`config.mk`:
```
export PLATFORM = sky130hd
export DESIGN_NAME = viterbi_acs_traceback
export DESIGN_NICKNAME = d
export VERILOG_FILES = /design/src/rtl/viterbi_acs_traceback.sv
export SDC_FILE = /design/constraint.sdc
export NUM_CORES = 1
export LEC_CHECK = 0
export BUFFER_PORTS_ARGS = -buffer_cell sky130_fd_sc_hd__buf_2
export CAP_MARGIN = 10
export CORE_MARGIN = 5
export CORE_UTILIZATION = 40
export CTS_CLUSTER_DIAMETER = 150
export DETAILED_ROUTE_END_ITERATION = 7
export PLACE_DENSITY_LB_ADDON = 0.15
export SYNTH_ARGS = -nofsm -noshare
export SYNTH_HDL_FRONTEND = slang
export SYNTH_SLANG_ARGS = --single-unit
```
`constraint.sdc`:
```
create_clock -name i_clk -period 5.3 [get_ports i_clk]
set_input_delay 0.265 -clock i_clk [delete_from_list [all_inputs] [get_ports i_clk]]
set_output_delay 0.265 -clock i_clk [all_outputs]
set_load 0.03 [all_outputs]
```
`src/rtl/viterbi_acs_traceback.sv`:
```
// viterbi_acs_traceback
//   Hard-decision Viterbi decoder for the rate-1/2, K=3 (7,5 octal) code.
//   One received symbol per valid cycle runs add-compare-select over the
//   four trellis states and stores the four decision bits. At block end the
//   survivor memory is traced back and the decoded word is emitted together
//   with the winning path metric.
//
// Ports
//   i_clk, i_rst      clock, asynchronous active-high reset
//   i_data[1:0]       received symbol {c0 (G=111), c1 (G=101)}
//   i_valid, i_last   symbol strobe / final symbol of block
//   o_data[N-1:0]     decoded bits, first symbol at MSB
//   o_metric          winning path metric (Hamming errors)
//   o_valid           one-cycle result strobe
//   o_busy            high while symbols are not accepted

// One trellis node: picks the cheaper of the two predecessors {n[0],0} and
// {n[0],1}. The expected branch symbols are fixed by the node index, so they
// fold into constants.
module viterbi_acs_traceback_node #(
  parameter int         METRIC_W = 6,
  parameter logic [1:0] NODE     = 2'd0
) (
  input  logic [1:0]          sym_i,
  input  logic [METRIC_W-1:0] pm_p0_i,
  input  logic [METRIC_W-1:0] pm_p1_i,
  output logic [METRIC_W-1:0] pm_o,
  output logic                dec_o
);
  localparam logic       U  = NODE[1];
  localparam logic [1:0] P0 = {NODE[0], 1'b0};
  localparam logic [1:0] P1 = {NODE[0], 1'b1};
  localparam logic [1:0] E0 = {U ^ P0[1] ^ P0[0], U ^ P0[0]};
  localparam logic [1:0] E1 = {U ^ P1[1] ^ P1[0], U ^ P1[0]};

  function automatic logic [1:0] hd(input logic [1:0] a, input logic [1:0] b);
    hd = {1'b0, a[1] ^ b[1]} + {1'b0, a[0] ^ b[0]};
  endfunction

  logic [METRIC_W-1:0] sum0, sum1;

  assign sum0  = pm_p0_i + METRIC_W'(hd(sym_i, E0));
  assign sum1  = pm_p1_i + METRIC_W'(hd(sym_i, E1));
  // strict compare: ties keep predecessor {n[0],0}
  assign dec_o = (sum1 < sum0);
  assign pm_o  = dec_o ? sum1 : sum0;
endmodule

module viterbi_acs_traceback #(
  parameter int NUM_SYMBOLS = 8,
  parameter int METRIC_W    = 6
) (
  input  logic                   i_clk,
  input  logic                   i_rst,
  input  logic [1:0]             i_data,
  input  logic                   i_valid,
  input  logic                   i_last,
  output logic [NUM_SYMBOLS-1:0] o_data,
  output logic [METRIC_W-1:0]    o_metric,
  output logic                   o_valid,
  output logic                   o_busy
);
  localparam int CNT_W = $clog2(NUM_SYMBOLS + 1);
  localparam int IDX_W = $clog2(NUM_SYMBOLS);

  // state 0 is the known encoder start state; the others start penalised
  localparam logic [3:0][METRIC_W-1:0] PM_INIT =
    {METRIC_W'(8), METRIC_W'(8), METRIC_W'(8), METRIC_W'(0)};

  typedef enum logic [1:0] {ACCEPT, TRACE, OUT} state_t;

  state_t                           state_q, state_d;
  logic [3:0][METRIC_W-1:0]         pm_q, pm_d;
  logic [CNT_W-1:0]                 cnt_q, cnt_d;
  logic [NUM_SYMBOLS-1:0][3:0]      surv_q, surv_d;
  logic                             first_q, first_d;
  logic [1:0]                       st_q, st_d;
  logic [IDX_W-1:0]                 k_q, k_d;
  logic [NUM_SYMBOLS-1:0]           dec_q, dec_d;
  logic [METRIC_W-1:0]              metric_q, metric_d;
  logic [NUM_SYMBOLS-1:0]           odata_q, odata_d;
  logic [METRIC_W-1:0]              ometric_q, ometric_d;

  logic [3:0][METRIC_W-1:0]         pm_new;
  logic [3:0]                       dec_new;
  logic [1:0]                       best;

  for (genvar n = 0; n < 4; n++) begin : g_node
    localparam logic [1:0] NN = 2'(n);
    viterbi_acs_traceback_node #(.METRIC_W(METRIC_W), .NODE(NN)) u_node (
      .sym_i   (i_data),
      .pm_p0_i (pm_q[{NN[0], 1'b0}]),
      .pm_p1_i (pm_q[{NN[0], 1'b1}]),
      .pm_o    (pm_new[n]),
      .dec_o   (dec_new[n])
    );
  end

  // traceback start: smallest metric, lowest index on ties
  always_comb begin
    best = 2'd0;
    for (int i = 1; i < 4; i++)
      if (pm_q[i] < pm_q[best]) best = 2'(i);
  end

  always_comb begin
    state_d   = state_q;
    pm_d      = pm_q;
    cnt_d     = cnt_q;
    surv_d    = surv_q;
    first_d   = first_q;
    st_d      = st_q;
    k_d       = k_q;
    dec_d     = dec_q;
    metric_d  = metric_q;
    odata_d   = odata_q;
    ometric_d = ometric_q;
    case (state_q)
      ACCEPT: begin
        if (i_valid) begin
          pm_d                        = pm_new;
          surv_d[cnt_q[IDX_W-1:0]]    = dec_new;
          cnt_d                       = cnt_q + CNT_W'(1);
          if (i_last || cnt_q == CNT_W'(NUM_SYMBOLS - 1)) begin
            state_d = TRACE;
            first_d = 1'b1;
          end
        end
      end
      TRACE: begin
        if (first_q) begin
          first_d  = 1'b0;
          st_d     = best;
          metric_d = pm_q[best];
          k_d      = IDX_W'(cnt_q - CNT_W'(1));
          dec_d    = '0;  // unused LSBs of a short block stay 0
        end else begin
          // state after symbol k holds u[k] in its MSB
          dec_d[IDX_W'(NUM_SYMBOLS - 1) - k_q] = st_q[1];
          st_d = {st_q[0], surv_q[k_q][st_q]};
          if (k_q == '0) begin
            state_d   = OUT;
            odata_d   = dec_d;
            ometric_d = metric_q;
          end else begin
            k_d = k_q - IDX_W'(1);
          end
        end
      end
      OUT: begin
        state_d = ACCEPT;
        pm_d    = PM_INIT;
        cnt_d   = '0;
      end
      default: state_d = ACCEPT;
    endcase
  end

  always_ff @(posedge i_clk or posedge i_rst) begin
    if (i_rst) begin
      state_q   <= ACCEPT;
      pm_q      <= PM_INIT;
      cnt_q     <= '0;
      surv_q    <= '0;
      first_q   <= 1'b0;
      st_q      <= '0;
      k_q       <= '0;
      dec_q     <= '0;
      metric_q  <= '0;
      odata_q   <= '0;
      ometric_q <= '0;
    end else begin
      state_q   <= state_d;
      pm_q      <= pm_d;
      cnt_q     <= cnt_d;
      surv_q    <= surv_d;
      first_q   <= first_d;
      st_q      <= st_d;
      k_q       <= k_d;
      dec_q     <= dec_d;
      metric_q  <= metric_d;
      odata_q   <= odata_d;
      ometric_q <= ometric_d;
    end
  end

  assign o_data   = odata_q;
  assign o_metric = ometric_q;
  assign o_valid  = (state_q == OUT);
  assign o_busy   = (state_q != ACCEPT);
endmodule

```
Word level (Yosys, flattened, before mapping)
Index checks and enable logic that the tools add are counted.

Flip-flop bits (word level): 96. Input port bits: 6. Output and inout port bits: 16. Logic and storage cells: 118.

Add/subtract/negate cells: 16. $lt $le $gt $ge: 16. Equal/unequal tests: 8. Muxes and demuxes: 39. Bitwise gates (word level): 3. Reductions and logical operators: 15.

Operators by type and width (count): 6-bit by 2-bit adder with 6-bit output (8); 24-bit case mux with 2 select lines (1); 6-bit less-than comparator (7); 6-bit two-way mux (7); 6-bit binary-select mux with 2-bit select (3); 32-bit bitwise mux (1); 24-bit two-way mux (1); 2-bit two-way mux (7); 4-bit binary-select mux with 3-bit select (1); 4-bit demux with 3-bit select (1); 2-bit by 3-bit less-than comparator with 1-bit output (second input constant) (4); 3-bit by 4-bit less-than comparator with 1-bit output (second input constant) (3); 4-bit two-way mux (3); 2-bit != test (second input constant) (5); 1-bit by 1-bit adder with 2-bit output (4); 8-bit bitwise mux (1); 8-bit two-way mux (1); 4-bit case mux with 2 select lines (1); 2-bit AND reduction (4); 3-bit by 1-bit >= comparator with 1-bit output (second input constant) (2); 3-bit two-way mux (2); 3-bit AND reduction (2); 2-bit nonzero test (3); 3-bit by 1-bit subtractor with 3-bit output (second input constant) (2); other kinds (16) (23).

Logic depth before layout (Yosys ltp)
Gate-level depths: netlist of the first run.

Depth after elaboration: 12. Gate-level depth with buffers: 20. Gate-level depth less buffers: 19.

Hierarchy
Synthesis of the first run repeated with hierarchy kept, for this count alone.

Cell total of the unflattened synthesis: 676. Area total of the unflattened synthesis: 6475.0 um2.

By module, submodules not included: viterbi_acs_traceback (instances 1, cells each 486, area an instance 4908.5 um2, seq. area each 2381.0 um2); viterbi_acs_traceback_node at g_node[1].u_node (instances 1, cells each 48, area an instance 395.4 um2, seq. area each 0.0 um2); viterbi_acs_traceback_node at g_node[2].u_node (instances 1, cells each 47, area an instance 395.4 um2, seq. area each 0.0 um2); viterbi_acs_traceback_node at g_node[3].u_node (instances 1, cells each 48, area an instance 389.1 um2, seq. area each 0.0 um2); viterbi_acs_traceback_node at g_node[0].u_node (instances 1, cells each 47, area an instance 386.6 um2, seq. area each 0.0 um2).

Worst setup path after synthesis of the first run
No wires, ideal clock.

Kind: reg-to-reg. Start point: register pm_q[3] (netlist name). End point: register metric_q[2]. Setup time: 135 ps. Arrival: 5093 ps. Required time: 5165 ps. Setup slack: 72 ps. Cell stages (with the launch flop): 21. Buffers on the path: 1. Clock period less this slack: 5228 ps. Path through: dfrtp_1 clkbuf_1 inv_1 ha_1 nand4_1 o221ai_1 mux2i_1 ha_1 a211oi_1 nor2_1 a2111oi_4 nor2_1 o22ai_1 ha_1 a21o_1 a21o_1 a21oi_1 nand2_1 a2111oi_2 or3_4 o211ai_1.

Longest elaborated chain between the ends: 12.

Ends and longest elaborated chain: start: declaration (line 73) `logic [3:0][METRIC_W-1:0] pm_q, pm_d;`; start signal: assignment (line 174) `pm_q <= pm_d;`; 6-bit less-than comparator (line 103) `if (pm_q[i] < pm_q[best]) best = 2'(i);`; 1-bit two-way mux (line 103); 6-bit binary-select mux with 2-bit select (line 103); 6-bit two-way mux (implied by the code) (line 103); 6-bit less-than comparator (line 103); 2-bit two-way mux (line 103); 6-bit binary-select mux with 2-bit select (line 103); 6-bit two-way mux (implied by the code) (line 103); 6-bit less-than comparator (line 103); 2-bit two-way mux (*) (line 103); 6-bit binary-select mux with 2-bit select (*) (line 134) `metric_d = pm_q[best];`; 6-bit two-way mux (implied by the code) (*) (line 134); end signal: assignment (line 181) `metric_q <= metric_d;`; end: declaration (line 80) `logic [METRIC_W-1:0] metric_q, metric_d;`.

Mark *: on every way between the ends. The rest lies on a longest branch, timed or not. The select of a mux whose other input is x is not followed. A chain may end at the register's enable or synchronous reset.

Final worst setup path of the first run
Start point: register pm_q[9] (netlist name). End point: register metric_q[1].

The elaborated chain is that of the path after synthesis.

==> out/summary.md, run 1 <==
The congestion estimate from routability-driven global placement came to 0.922. Of all nets on the critical path, the largest fanout is 9. The maximum root-to-sink buffer count is 2, and the maximum number of pins on one net before global-route repair is 66.

After detailed routing, the number of vias per cell comes to 5.36. Static timing analysis puts the maximum clock frequency at 204 MHz. The largest individual stage delay along the critical path comes from the cell sky130_fd_sc_hd__dfstp_2. Met2 usage in global routing: 26.9%. The initial utilization of the core area, before any placement, comes to 40.6%.

After the first detailed-routing iteration, the DRC count stood at 282. The number of global-route vias before repair was 4760. The count of buffers added on input and output ports is 21. Once the clock tree was built, the setup fixing pass inserted 0 buffers.

22 I/O pins were placed. The repair_antennas step left the layout with diodes totalling 0. The flip-flop and latch count after synthesis is 95. The tools report the CTS root buffer as sky130_fd_sc_hd__clkbuf_16. After clock tree synthesis, the clock-pin slew on the worst setup and hold paths is 0.07 ns.

The first TritonRoute pass finished after 5 iterations. The die outline width was 137 µm. The dominant delay contributor by cell family on the critical path was compound AO/OA/AOI/OAI gates. In the routed design, unresolved DRC markers number 0. The tools report the smallest hold slack as 0.315 ns.

For this block, the via count after detailed routing is 4806. In the synthesized netlist the dominant register cell turns out to be sky130_fd_sc_hd__dfrtp_1. The logs give 52 for the number of distinct library cells after synthesis and 743 for the final net count. The finished layout holds 897 standard cells, fillers aside.

The number of antenna violations at the first check in global routing was 0; the insertion delay of the later-clocked pin in the worst-skew pair was 0.35 ns. STA classifies the critical path endpoint as a flop. For this run, the number of Yosys warnings is 0. In this run the vertical extent of the chip is 137 µm. The synthesized net count was 740; the post-DP HPWL was 11200 µm.

For met3 alone, demand over resource in global routing was 2.35%. The startpoint-to-endpoint class of the critical path was flop to flop. Leaving out fill and tap cells, the most frequent cells in the layout are sky130_fd_sc_hd__dfrtp_1 (92), sky130_fd_sc_hd__nand2_1 (75), sky130_fd_sc_hd__ha_1 (53). The number of hold violations in the final report is 0, and the wire length per cell is 16.9 µm. The library cell used most frequently in the layout, excluding fill and tap cells, is sky130_fd_sc_hd__dfrtp_1. The transition time at the pin with the least slew margin came out at 1.03 ns. For this block, the routed nets add up to 15100 µm of wire. The die covers 18600 µm². Subtracting the final worst setup slack from the clock period gives 4.90 ns. The run finished with clean final reports. Setup violations remaining at the end of the flow were counted as 0. For this run, global-route usage on met1 was measured as 24.6%. TritonCTS created 9 clock buffers. For the worst setup path, the data arrival time is 5.12 ns.

From synthesis to final layout, the design area changed by 10.0%. The clock arrives with 0.0112 ns of skew. In the post-route analysis, the smallest setup slack over all paths is 0.404 ns. The worst setup path is launched from a flop. The cell count after synthesis came out at 673. For this run, the slowest stage of the critical path takes 0.63 ns. In this design, the critical path's most frequently occurring cell is sky130_fd_sc_hd__ha_1. The first global-routing pass estimated 25300 µm of wire. The run gives 0 as the number of max-slew violations in the final report.

The floorplan has 46 rows. The H-tree was split into 3 levels. The finished cells cover 7040 µm².

The overall global routing resource usage was 17.4%. Together, buffers and inverters on the worst path number 2. At the worst endpoint, the required time is 5.52 ns. The filler cells instantiated in the layout total 1533.

TritonCTS built the clock tree. The worst pin sits at a relative slew slack of 30.9%. Summing every instance area after synthesis gives 6400 µm². The synthesized design contains 0 enable-type register cells. After synthesis, the share of flip-flops with an asynchronous set or reset is 100%. Timing analysis after detailed placement gives a worst setup slack of 0.416 ns. The worst path uses 92.4% of the clock period. The core region is 15800 µm².

Max-cap violations in this run came to 0. The mean instance size in the synthesized netlist works out to 9.51 µm². Once detail routing completed, the nets flagged for antenna violations numbered 0. The tools report the residual overflow from global routing as 0.

After global routing, the most crowded layer is met2. The tools report the TritonCTS sink count as 95. The area of placed instances was 6710 µm². The critical path goes through ha_1 -> a21oi_1 -> o221ai_1 -> buf_4 -> mux2i_1 -> ha_1 -> a211oi_2 -> nor2_1 -> a2111oi_4 -> nor2_1 -> o22ai_2 -> ha_1 -> a21o_1 -> a21o_1 -> a21oi_1 -> nand2_1 -> a2111oi_2 -> buf_4 -> or3_4 -> o211ai_1. The number of placed instances, taps included was 880; the portion of the post-synthesis area used by sequential elements was 37.2%. Cells with a size suffix above 1 make up 15.7% of the layout.

The path class of the tightest hold or removal check is input port to flop.
registers in the layout (all words and copies together) (netlist names):
signal,flops
pm_q,24
state_q,2
k_q,3
metric_q,6
cnt_q,4
st_q,2
dec_q,7
o_metric,6
surv_q,32
first_q,1
o_data,8
repair_timing:
action / in CTS / in global routing
hold buffers: 1 / 0
hold endpoints to repair: 28 / 0
resized for setup: 0 / 4
setup endpoints to repair: 0 / 8
synthesized netlist by cell type (8+ instances only):
cell,n,share of area (%)
sky130_fd_sc_hd__dfrtp_1,92,36
sky130_fd_sc_hd__nand2_1,75,4.4
sky130_fd_sc_hd__ha_1,53,10
sky130_fd_sc_hd__o21ai_0,52,4.1
sky130_fd_sc_hd__mux2_2,39,6.9
sky130_fd_sc_hd__nor2_1,39,2.3
sky130_fd_sc_hd__nand3_1,36,2.8
sky130_fd_sc_hd__clkbuf_1,34,2.0
sky130_fd_sc_hd__a21oi_1,31,2.4
sky130_fd_sc_hd__mux2i_1,30,4.7
sky130_fd_sc_hd__inv_1,28,1.6
sky130_fd_sc_hd__xor2_1,17,2.3
sky130_fd_sc_hd__xnor2_1,16,2.2
sky130_fd_sc_hd__a21o_1,14,1.6
sky130_fd_sc_hd__nor2b_1,11,1.1
sky130_fd_sc_hd__nor3_1,11,0.86
sky130_fd_sc_hd__o211ai_1,10,1.2
sky130_fd_sc_hd__fa_1,8,2.5
worst paths after layout:
path / cells past startpoint / endpoint / from / slack (ns)
max: 20 / metric_q[1]$_DFFE_PP0P_ / pm_q[9]$_DFFE_PP1P_ / 0.40
min: 3 / state_q[0]$_DFFE_PP0P_ / i_last / 0.31
max reg2reg: 20 / metric_q[1]$_DFFE_PP0P_ / pm_q[9]$_DFFE_PP1P_ / 0.40
min reg2reg: 2 / o_data[3]$_DFFE_PP0P_ / o_data[3]$_DFFE_PP0P_ / 0.47
max in group asynchronous: 4 / pm_q[23]$_DFFE_PP0P_ / i_rst / 3.68
min in group asynchronous: 3 / surv_q[16]$_DFFE_PP0P_ / i_rst / 0.45
routing by layer:
metal / part of all wire (%) / vias up
li1: - / 2391
met1: 49 / 2315
met2: 46 / 79
met3: 3.2 / 21
met4: 2.0 / 0
met5: 0 / -
cell families after synthesis:
kind of cell / count (synthesis) / share of synthesized area (%)
and+or+nand+nor: 196 / 14.0
AOI/OAI and AO/OA: 146 / 14.5
DFF: 95 / 37.2
muxes: 73 / 13.0
buffers and inverters: 69 / 4.05
adders and majority gates: 61 / 12.9
xor gates and xnor gates: 33 / 4.51
worst min-delay path, cell delays in order:
cell and delay (ns):
sky130_fd_sc_hd__buf_2 0.09, sky130_fd_sc_hd__o21ai_0 0.16, sky130_fd_sc_hd__o21ai_0 0.11
through the flow:
stage,utilization [%],setup TNS [ns]
floorplan,-,0
global placement,42.6,0
detailed placement,42.6,0
CTS,44.5,0
global route,44.7,-0.0106
finish,44.7,0
final cells by class:
| class | instances | area (µm²) | share of cell area (%) |
|---|---|---|---|
| clock buffer | 9 | 225 | 3.20 |
| tap | 216 | 270 | 3.84 |
| inverter | 29 | 111 | 1.58 |
| clock inverter | 7 | 77.6 | 1.10 |
| multi-input combinational | 509 | 3790 | 53.8 |
| timing repair buffer | 32 | 190 | 2.70 |
| sequential | 95 | 2380 | 33.8 |
Power of run 1 is left out: the tool's default activity adds up to more than one toggle a clock period on the data nets, which glitch-free logic cannot reach.
==> run 2: changes to the inputs <==
Clock period 5.3 ns to 4 ns, I/O delays scaled along.
==> run 2 against run 1 <==
Cell area rose by 8.7%. Cell count rose by 6.4%. The flow now finishes with violations (hold timing, setup timing). Setup slack got worse by 0.80 ns.
==> out/summary.md, run 2 (synthesis gave the netlist of run 1 again) <==
The flow ran to the end, but the final reports show violations. The final reports fail on hold timing, setup timing. The clock edge transition at the registers on the reported setup and hold paths was 0.07 ns. Counting along the longest clock path gives a buffer depth of 2. The register name with the most flops is surv_q. The run gives 7110 µm² as the area of placed instances.

From bottom edge to top edge, the die measures 137 µm. The number of antenna violations at the first check in global routing came out at 0. The data required time at the worst endpoint was 4.28 ns; the minimum period implied by the final worst setup slack was 4.40 ns. Worst hold path class: input port to asynchronous set/reset pin. The tools report the smallest hold slack as -0.0124 ns. The fraction of the cycle the final worst path needs came out at 110%. Setup repair after global routing could not meet its margin everywhere. The tools report the number of global-route vias before repair as 5225. In this run the standard cell core region covers 15800 µm². The maximum fanout along the worst path works out to 4.

For the smallest setup slack after layout, the log shows -0.396 ns. Leaving out fill and tap cells, the most frequent cells in the layout are sky130_fd_sc_hd__dfrtp_1 (92), sky130_fd_sc_hd__nand2_1 (73), sky130_fd_sc_hd__buf_4 (65). After the flow finishes, the layout carries non-filler instances totaling 954. For this design, the sink count on the clock tree is 95. Buffers inserted during clock tree synthesis total 9. Cells with a size suffix above 1 make up 25.3% of the layout.

Compared with the post-synthesis result, the final layout area differs by 19.6%. The worst clock skew was 0.00935 ns; the number of rows in the core area was 46. The overall global routing resource usage was 18.8%. The tools report the sort of element at the end of the critical path as a flop. The critical path startpoint category is a flop. The transition time at the pin with the least slew margin works out to 1.13 ns. After the first detailed-routing iteration, the DRC count stood at 326. The flip-flop count of the largest register after layout was 32; the number of max-slew violations in the final report was 0.

Once the floorplan was initialized, standard cells occupied 40.6% of the core. The logs give 62 for the maximum number of pins on one net before global-route repair and 3 for the H-tree depth. Detailed placement ended at an HPWL of 11900 µm. The antenna diode count is 0, and the vias per cell is 5.37. The via count of the routed design is 5124, and the global-route wire length before repair is 27500 µm. The tool flagged a number of max-cap violations equal to 0. Setup violations remaining at the end of the flow were counted as 8. For this block, the routed nets add up to 16400 µm of wire. The run gives 0 as the count of antenna-violating nets left after detailed routing. At the later pin of the worst-skew pair, clock insertion delay measures 0.35 ns.

The startpoint-to-endpoint class of the critical path was flop to flop. For the count of unresolved DRC violations after routing, the log shows 0. The critical path data arrival time was 4.67 ns. The wire length per cell is 17.2 µm. The run gives 0 as the residual overflow from global routing.

For the number of hold violations in the final report, the log shows 17. Including well taps, the total number of placed cells is 921. In this run the worst setup path begins at pm_q[11]$_DFFE_PP0P_. The upper clock frequency limit was 227 MHz; the post-route cell area was 7660 µm². Final net count: 800. Filler cell count: 1534. The worst register-to-register path begins at pm_q[11]$_DFFE_PP0P_. Measured against its own limit, the worst slew margin works out to 24.1%. The library cell used most frequently in the layout, excluding fill and tap cells, is sky130_fd_sc_hd__dfrtp_1.

The die outline width was 137 µm. Adding up every negative setup slack in the final design gives -2.91 ns. The run gives 22 as the top-level port count. TritonCTS built the clock tree. During placement, the flow inserted port buffers numbering 21.

The number of iterations in the first detailed-routing pass is 5, and the area of the die is 18600 µm². The root buffer cell chosen for the clock tree is sky130_fd_sc_hd__clkbuf_16. For this design, the CTS-stage hold fixing added 0 buffers. The congestion estimate from routability-driven global placement came to 0.826.
[run 2: changes by cell type in the layout (fill, tap and decap cells not counted), moves of 4 or more]
cell / previous run / this run
sky130_fd_sc_hd__ha_4: 0 / 4
sky130_fd_sc_hd__inv_1: 27 / 23
sky130_fd_sc_hd__o21ai_1: 0 / 4
sky130_fd_sc_hd__buf_4: 10 / 65
sky130_fd_sc_hd__ha_1: 53 / 49
sky130_fd_sc_hd__o21ai_0: 52 / 47
[run 2: timing repair]
item,in CTS,in global routing
pin swaps,21,5
resized for setup,16,9
gates cloned,1,0
setup endpoints to repair,8,8
setup buffers,14,2
[run 2: final timing paths]
kind	endpoint	slack [ns]	cells past startpoint
worst min-delay path	surv_q[31]$_DFFE_PP0P_	-0.01	2
min in group i_clk	state_q[0]$_DFFE_PP0P_	0.24	3
max in group asynchronous	pm_q[21]$_DFFE_PP1P_	3.03	3
worst min register to register	o_metric[4]$_DFFE_PP0P_	0.47	2
worst max-delay path	metric_q[0]$_DFFE_PP0P_	-0.40	19
worst max register to register	metric_q[0]$_DFFE_PP0P_	-0.40	19
[run 2: area by class of cell]
class | instances | area [µm²] | share of cell area [%]
Timing Repair Buffer | 89 | 621 | 8.10
Inverter | 29 | 114 | 1.49
Sequential cell | 95 | 2380 | 31.1
Clock inverter | 4 | 80.1 | 1.05
Multi-Input combinational cell | 509 | 3950 | 51.5
Clock buffer | 12 | 246 | 3.22
Tap cell | 216 | 270 | 3.53
[run 2: layer usage]
| layer | GRT usage (%) | vias to the layer above | wire, µm |
|---|---|---|---|
| met3 | 2.46 | 18 | 515 |
| met2 | 30.8 | 83 | 7940 |
| met1 | 25.8 | 2520 | 7700 |
| met5 | 0 | - | 0 |
| li1 | - | 2503 | - |
| met4 | 6.33 | 0 | 277 |
[run 2: critical path: stages (launching register included)]
cell and delay [ns]:
sky130_fd_sc_hd__dfrtp_1 0.41, sky130_fd_sc_hd__ha_4 0.28, sky130_fd_sc_hd__nand4_1 0.17, sky130_fd_sc_hd__o221ai_4 0.29, sky130_fd_sc_hd__mux2i_2 0.29, sky130_fd_sc_hd__ha_1 0.30, sky130_fd_sc_hd__a211oi_2 0.25, sky130_fd_sc_hd__nor2_2 0.10
sky130_fd_sc_hd__a2111oi_4 0.36, sky130_fd_sc_hd__buf_4 0.22, sky130_fd_sc_hd__o22ai_4 0.08, sky130_fd_sc_hd__ha_4 0.29, sky130_fd_sc_hd__a21o_1 0.13, sky130_fd_sc_hd__a21o_1 0.13, sky130_fd_sc_hd__a21oi_2 0.07, sky130_fd_sc_hd__nand2_2 0.09
sky130_fd_sc_hd__a2111oi_4 0.04, sky130_fd_sc_hd__buf_2 0.15, sky130_fd_sc_hd__or4_1 0.52, sky130_fd_sc_hd__a21oi_2 0.14
[run 2: per-stage QoR]
stage	hold slack (ns)	setup slack, ns	utilization, %
after detailed placement	0.397	-0.576	45.1
final	-0.0124	-0.396	48.6
after global placement	0.383	-0.347	45.1
after global routing	0.0599	-0.616	48.6
after floorplan	0.382	-0.630	-
after CTS	0.0148	-0.385	48.3
Power of run 2 is left out for the same reason.
